<file path="src/rtl/seg_scan_driver.sv">
// seg_scan_driver: N-digit multiplexed 7-segment scan with frame-synchronous loading.
// Optional macro SEG_HEX_EN decodes nibbles 10-15 as A-F instead of blank.
module seg_scan_driver #(
   parameter int NUM_DIGITS   = 4,
   parameter int SCAN_DIV     = 65536,
   parameter int BLANK_CYCLES = 2,
   parameter int BLINK_DIV    = 8388608,
   parameter int ACTIVE_LOW   = 1
) (
   input  logic                          clk,
   input  logic                          reset,
   input  logic [4*NUM_DIGITS-1:0]       digits_in,
   input  logic                          load,
   input  logic [NUM_DIGITS-1:0]         blank_mask,
   input  logic [NUM_DIGITS-1:0]         blink_mask,
   input  logic                          lz_suppress,
   input  logic                          all_on,
   output logic [NUM_DIGITS-1:0]         anode,
   output logic [6:0]                    seg,
   output logic [$clog2(NUM_DIGITS)-1:0] digit_idx,
   output logic                          frame_done
);

   localparam int IW = $clog2(NUM_DIGITS);
   localparam int SW = $clog2(SCAN_DIV);
   localparam int BW = (BLINK_DIV > 1) ? $clog2(BLINK_DIV) : 1;
   localparam logic [SW-1:0] SCAN_LAST = SW'(SCAN_DIV - 1);
   localparam logic [SW-1:0] GAP = SW'(BLANK_CYCLES);
   localparam logic [IW-1:0] IDX_LAST = IW'(NUM_DIGITS - 1);
   localparam logic [BW-1:0] BLINK_LAST = BW'(BLINK_DIV - 1);
   localparam logic POL = (ACTIVE_LOW != 0);

   logic [SW-1:0]           scan_cnt;
   logic [IW-1:0]           cur_idx;
   logic [BW-1:0]           blink_cnt;
   logic                    blink_phase;
   logic                    pend_v;
   logic [4*NUM_DIGITS-1:0] pending;
   logic [4*NUM_DIGITS-1:0] shadow;

   logic                  slot_end;
   logic                  boundary;
   logic [3:0]            nib;
   logic [NUM_DIGITS-1:0] lz_dark;
   logic                  zero_run;
   logic                  dark;
   logic [NUM_DIGITS-1:0] anode_nx;
   logic [6:0]            seg_nx;

   function automatic logic [6:0] decode(input logic [3:0] n);
      logic [6:0] s;
      case (n)
         4'd0: s = 7'h3F;
         4'd1: s = 7'h06;
         4'd2: s = 7'h5B;
         4'd3: s = 7'h4F;
         4'd4: s = 7'h66;
         4'd5: s = 7'h6D;
         4'd6: s = 7'h7D;
         4'd7: s = 7'h07;
         4'd8: s = 7'h7F;
         4'd9: s = 7'h6F;
`ifdef SEG_HEX_EN
         4'd10: s = 7'h77;
         4'd11: s = 7'h7C;
         4'd12: s = 7'h39;
         4'd13: s = 7'h5E;
         4'd14: s = 7'h79;
         default: s = 7'h71;
`else
         default: s = 7'h00;
`endif
      endcase
      return s;
   endfunction

   assign slot_end = (scan_cnt == SCAN_LAST);
   assign boundary = slot_end && (cur_idx == IDX_LAST);

   always_comb begin
      nib = 4'd0;
      for (int k = 0; k < NUM_DIGITS; k++) begin
         if (cur_idx == IW'(k)) nib = shadow[4*k +: 4];
      end
   end

   // A digit is suppressed only if it and every digit above it are zero.
   always_comb begin
      lz_dark  = '0;
      zero_run = 1'b1;
      for (int k = NUM_DIGITS - 1; k >= 1; k--) begin
         zero_run   = zero_run && (shadow[4*k +: 4] == 4'd0);
         lz_dark[k] = zero_run;
      end
   end

   assign dark = blank_mask[cur_idx]
               | (blink_mask[cur_idx] & blink_phase)
               | (lz_suppress & lz_dark[cur_idx]);

   always_comb begin
      anode_nx = '0;
      seg_nx   = 7'h00;
      if (scan_cnt >= GAP) begin
         anode_nx[cur_idx] = 1'b1;
         if (all_on) seg_nx = 7'h7F;
         else if (!dark) seg_nx = decode(nib);
      end
   end

   always_ff @(posedge clk) begin
      if (reset) begin
         scan_cnt    <= '0;
         cur_idx     <= '0;
         blink_cnt   <= '0;
         blink_phase <= 1'b0;
         pend_v      <= 1'b0;
         pending     <= '0;
         shadow      <= '0;
         frame_done  <= 1'b0;
         digit_idx   <= '0;
         anode       <= {NUM_DIGITS{POL}};
         seg         <= {7{POL}};
      end else begin
         scan_cnt <= slot_end ? '0 : scan_cnt + SW'(1);
         if (slot_end) begin
            cur_idx <= (cur_idx == IDX_LAST) ? '0 : cur_idx + IW'(1);
         end
         if (blink_cnt == BLINK_LAST) begin
            blink_cnt   <= '0;
            blink_phase <= ~blink_phase;
         end else begin
            blink_cnt <= blink_cnt + BW'(1);
         end
         frame_done <= boundary;
         // A load on the boundary edge stays pending for the next frame.
         if (load) begin
            pending <= digits_in;
            pend_v  <= 1'b1;
         end else if (boundary && pend_v) begin
            pend_v <= 1'b0;
         end
         if (boundary && pend_v) shadow <= pending;
         digit_idx <= cur_idx;
         anode     <= anode_nx ^ {NUM_DIGITS{POL}};
         seg       <= seg_nx ^ {7{POL}};
      end
   end

endmodule

</file>
<file path="config.mk">
export PLATFORM = sky130hd
export DESIGN_NAME = seg_scan_driver
export DESIGN_NICKNAME = d
export VERILOG_FILES = /design/src/rtl/seg_scan_driver.sv
export SDC_FILE = /design/constraint.sdc
export NUM_CORES = 1
export LEC_CHECK = 0
export ABC_CLOCK_PERIOD_IN_PS = 2600
export CAP_MARGIN = 20
export CORE_UTILIZATION = 45
export DETAILED_ROUTE_END_ITERATION = 12
export PLACE_DENSITY = 0.75
export SETUP_SLACK_MARGIN = 0.02
export SYNTH_ARGS = -nofsm -noshare
export SYNTH_HDL_FRONTEND = slang
export SYNTH_SLANG_ARGS = --single-unit
</file>
<file path="constraint.sdc">
create_clock -name clk -period 2.6 [get_ports clk]
set_input_delay 0.52 -clock clk [delete_from_list [all_inputs] [get_ports clk]]
set_output_delay 0.52 -clock clk [all_outputs]
set_load 0.01 [all_outputs]
</file>
==> impl_metrics.xml <==
<?xml version="1.0" encoding="UTF-8"?>
<metrics>
  <group name="logic_synthesis">
    <metric name="synth_edf_count" unit="">0</metric>
    <metric name="synth.top_cells.by_area" unit="">sky130_fd_sc_hd__dfxtp_1 46%, sky130_fd_sc_hd__mux2i_1 9.5%, sky130_fd_sc_hd__nor2_1 8.7%</metric>
    <metric name="synth-warning-count" unit="">0</metric>
    <metric name="ys_seq_area_frac" unit="">0.4555</metric>
    <metric name="yosysTopAreaCellShare" unit="">0.4555</metric>
    <metric name="ffs_latches_synth" unit="">89</metric>
    <metric name="synth_area_leader_cell" unit="">sky130_fd_sc_hd__dfxtp_1</metric>
    <metric name="synth_async_sr_flop_share" unit="">0</metric>
    <metric name="synthesized_area" unit="mm²">0.003911</metric>
    <metric name="synth.distinct_cells" unit="">51</metric>
    <metric name="synth_fp_nets" unit="">453</metric>
    <metric name="synth_top_flop_cell" unit="">sky130_fd_sc_hd__dfxtp_1</metric>
    <metric name="postSynthAreaPerCell" unit="µm²">9.493</metric>
    <metric name="netlist_instances" unit="">412</metric>
  </group>
  <group name="placement">
    <metric name="io_buffers" unit="">42</metric>
    <metric name="place_congestion" unit="">0.8433</metric>
    <metric name="placed_cell_area" unit="mm²">0.004418</metric>
    <metric name="dpl_wire_length" unit="mm">5.211</metric>
  </group>
  <group name="global_route">
    <metric name="track_usage" unit="">0.1753</metric>
    <metric name="antenna_found_initial" unit="">0</metric>
    <metric name="grt_start_max_net_pins" unit="">39</metric>
    <metric name="number_of_global_route_vias_before_repair" unit="">2716</metric>
    <metric name="grt_overflow" unit="">0</metric>
    <metric name="grt_first_pass_wirelength" unit="mm">12.30</metric>
  </group>
  <group name="sta">
    <metric name="slew_of_the_pin_with_the_lowest_slew_margin" unit="ns">0.7222</metric>
    <metric name="clock-skew-final" unit="ns">0.01019</metric>
    <metric name="timing.slew.headroom" unit="">0.5148</metric>
    <metric name="timing.final.crit_period" unit="ns">2.274</metric>
    <metric name="max_clock_freq" unit="MHz">439.8</metric>
    <metric name="post_route_clock_period_utilization" unit="">0.8745</metric>
    <metric name="tns" unit="ns">0</metric>
    <metric name="pins_over_their_slew_limit" unit="">0</metric>
    <metric name="setup_viol_count_final" unit="">0</metric>
    <metric name="timing_hold_violations_final" unit="">0</metric>
    <metric name="setup_repair_after_global_routing_missed_its_margin" unit="">false</metric>
  </group>
  <group name="worst_setup_path">
    <metric name="critPathKind" unit="">reg2reg</metric>
    <metric name="worst_setup_path_start_kind" unit="">flop</metric>
    <metric name="cp_data_required_time" unit="ns">2.93</metric>
    <metric name="critical-path-max-stage-delay" unit="ns">0.47</metric>
    <metric name="critical_path.endpoint_type" unit="">flop</metric>
    <metric name="worst_ep_arrival_time" unit="ns">2.60</metric>
    <metric name="crit_buf_inv" unit="">2</metric>
    <metric name="critical-path-slowest-cell" unit="">sky130_fd_sc_hd__ha_1</metric>
    <metric name="timing.critical_path.max_delay_family" unit="">compound AO/OA/AOI/OAI gates</metric>
    <metric name="cp_cell_sequence" unit="">ha_1 -&gt; a211oi_1 -&gt; a221o_1 -&gt; inv_1 -&gt; ha_1 -&gt; inv_1 -&gt; mux2_1 -&gt; nor2_1 -&gt; o21a_1</metric>
    <metric name="critical_path_peak_fanout" unit="">12</metric>
  </group>
  <group name="detailed_routing">
    <metric name="dr_wl_cell" unit="µm">12.88</metric>
    <metric name="dr_total_vias" unit="">2912</metric>
    <metric name="ant_nets" unit="">0</metric>
    <metric name="detail_route.wirelength" unit="mm">7.277</metric>
    <metric name="drc_violations" unit="">0</metric>
    <metric name="drt_first_iter_violations" unit="">119</metric>
    <metric name="detail_route.vias_per_cell" unit="">5.154</metric>
    <metric name="detail_route.first_pass.iterations" unit="">4</metric>
  </group>
  <group name="layout">
    <metric name="syn_to_final_growth" unit="%">17.91</metric>
    <metric name="drive_above_1_share" unit="">0.08261</metric>
    <metric name="finalNetCount" unit="">496</metric>
    <metric name="fillCellCount" unit="">736</metric>
    <metric name="antennaDiodeCount" unit="">0</metric>
    <metric name="layout.cell_area.non_filler" unit="mm²">0.004612</metric>
  </group>
  <group name="floorplanning">
    <metric name="chipWidth" unit="µm">95.23</metric>
    <metric name="floorplan.core_area" unit="mm²">0.008299</metric>
    <metric name="i_o_pin_count" unit="">43</metric>
    <metric name="floorplan.initialDensity" unit="">0.4713</metric>
    <metric name="die_y" unit="µm">95.23</metric>
    <metric name="rows" unit="">33</metric>
    <metric name="design.die.area" unit="mm²">0.009069</metric>
  </group>
  <group name="pwr">
    <metric name="total_leakage_power" unit="nW">1.885</metric>
    <metric name="cellPowerDensity" unit="mW/mm²">550.6</metric>
    <metric name="worst_ir_drop_vdd" unit="V">0.0003178</metric>
  </group>
  <group name="clocking">
    <metric name="tritoncts_sink_count" unit="">89</metric>
    <metric name="cts_root_buffer" unit="">sky130_fd_sc_hd__clkbuf_8</metric>
    <metric name="clkTransAtPathRegs" unit="ns">0.10</metric>
    <metric name="htree_num_levels" unit="">3</metric>
    <metric name="tritoncts.num_buffers" unit="">9</metric>
    <metric name="clockBufferDepth" unit="">2</metric>
    <metric name="count_of_buffers_added_by_post_cts_timing_repair_for_setup" unit="">0</metric>
    <metric name="cts_repair_resize_count" unit="">0</metric>
    <metric name="worst_skew_late_latency" unit="ns">0.37</metric>
    <metric name="tritoncts" unit="">yes</metric>
    <metric name="cts-hold-fix-buffers" unit="">0</metric>
  </group>
  <group name="status">
    <metric name="run_status" unit="">completed</metric>
  </group>
  <group name="min_path">
    <metric name="hold_path_class" unit="">reg2reg</metric>
  </group>
  <group name="run">
    <metric name="cap_violations" unit="">0</metric>
  </group>
</metrics>
[routing by layer]
metal / GRT usage / wire (µm) / up-vias
met1: 0.2386 / 3578 / 1352
met5: 0 / 0 / -
met4: 0.08081 / 112 / 0
li1: - / - / 1500
met2: 0.2613 / 3295 / 50
met3: 0.04147 / 290 / 10
[stage by stage]
stage / std cells / worst slack [ns] / utilization / hold WS, ns / power [W]
final: 565 / 0.3262 / 0.5557 / 0.4777 / 0.002539
after global routing: 565 / 0.1379 / 0.5557 / 0.4967 / 0.002637
after CTS: 565 / 0.1846 / 0.5556 / 0.4806 / 0.002567
after detailed placement: 549 / 0.2077 / 0.5323 / 0.4606 / 0.001632
after global placement: 549 / 0.3341 / 0.5323 / 0.4443 / 0.001628
after floorplan: 412 / 0.3219 / - / 0.4299 / 0.001541
[flip-flops by register name (all words and copies together) (netlist names), 2 cells and up]
register	count
blink_cnt	23
pending	16
scan_cnt	16
shadow	16
seg	7
anode	4
cur_idx	2
digit_idx	2
[cell families after synthesis]
kind of cell / after synthesis / share of synthesized area
multiplexers: 42 / 0.1091
adder cells (fa/ha/maj): 12 / 0.03839
flip-flops: 89 / 0.4555
AO/OA/AOI/OAI: 25 / 0.05183
AND/OR/NAND/NOR: 176 / 0.2252
XOR/XNOR: 36 / 0.08062
buffers and inverters: 32 / 0.03935
[power breakdown]
group / switching, W / internal [W] / leakage [nW]
Combinational: 0.0000742 / 0.000102 / 1.06
Clock: 0.000560 / 0.000379 / 0.101
Sequential: 0.0000231 / 0.00140 / 0.724
[worst reg2reg max path: cells and delay by family (launching register included)]
family / cells / cell delay, ns
mux: 1 / 0.28
flops: 1 / 0.45
compound gates: 3 / 0.64
fa+ha+maj: 2 / 0.62
simple gates: 1 / 0.09
buf+inv: 2 / 0.16
[cell usage in the layout (no fill, tap or decap), drive strengths merged, types with 3 or more instances in the layout]
master and n:
a21oi 6, nand3 23, dfxtp 89, mux2i 37, inv 21, nand3b 5
nor4 5, nor3b 4, and3 4, nor2 91, nor3 6, clkdlybuf4s50 42
mux2 5, a211oi 6, nand2 11, ha 12, xnor2 15, o21a 3
and4 3, nand4 13, clkbuf 9, xor2 21, buf 7
[synth_stat cells, drive strengths merged, types with 3 or more instances]
library cell and count:
ha 12, inv 15, dfxtp 89, nor3 6, nor2 91, nand3b 5, nand2 11, nor3b 4
and3 4, xnor2 15, a211oi 6, clkbuf 6, buf 11, nand4 13, o21a 3, a21oi 6
mux2i 37, mux2 5, nand3 23, nor4 5, xor2 21, and4 3
[final timing paths]
kind                              startpoint  slack (ns)            to  cells after the start
worst min-delay path            blink_cnt[0]        0.48  blink_cnt[0]                      1
worst max-delay path              cur_idx[0]        0.33        seg[6]                      9
worst max register to register    cur_idx[0]        0.33        seg[6]                      9
worst min register to register  blink_cnt[0]        0.48  blink_cnt[0]                      1
[layout make-up]
cell class              instances  area [µm²]  area share
flip-flops and latches         89        1783      0.3866
multi-input cells             291        1976      0.4284
clock buffers                   9       123.9     0.02686
inverters                      15       56.30     0.01221
repair buffers                 49       473.0      0.1026
well taps                     105       131.4     0.02849
clock inverters                 7       68.82     0.01492
Power figures use the tool's default switching activity.
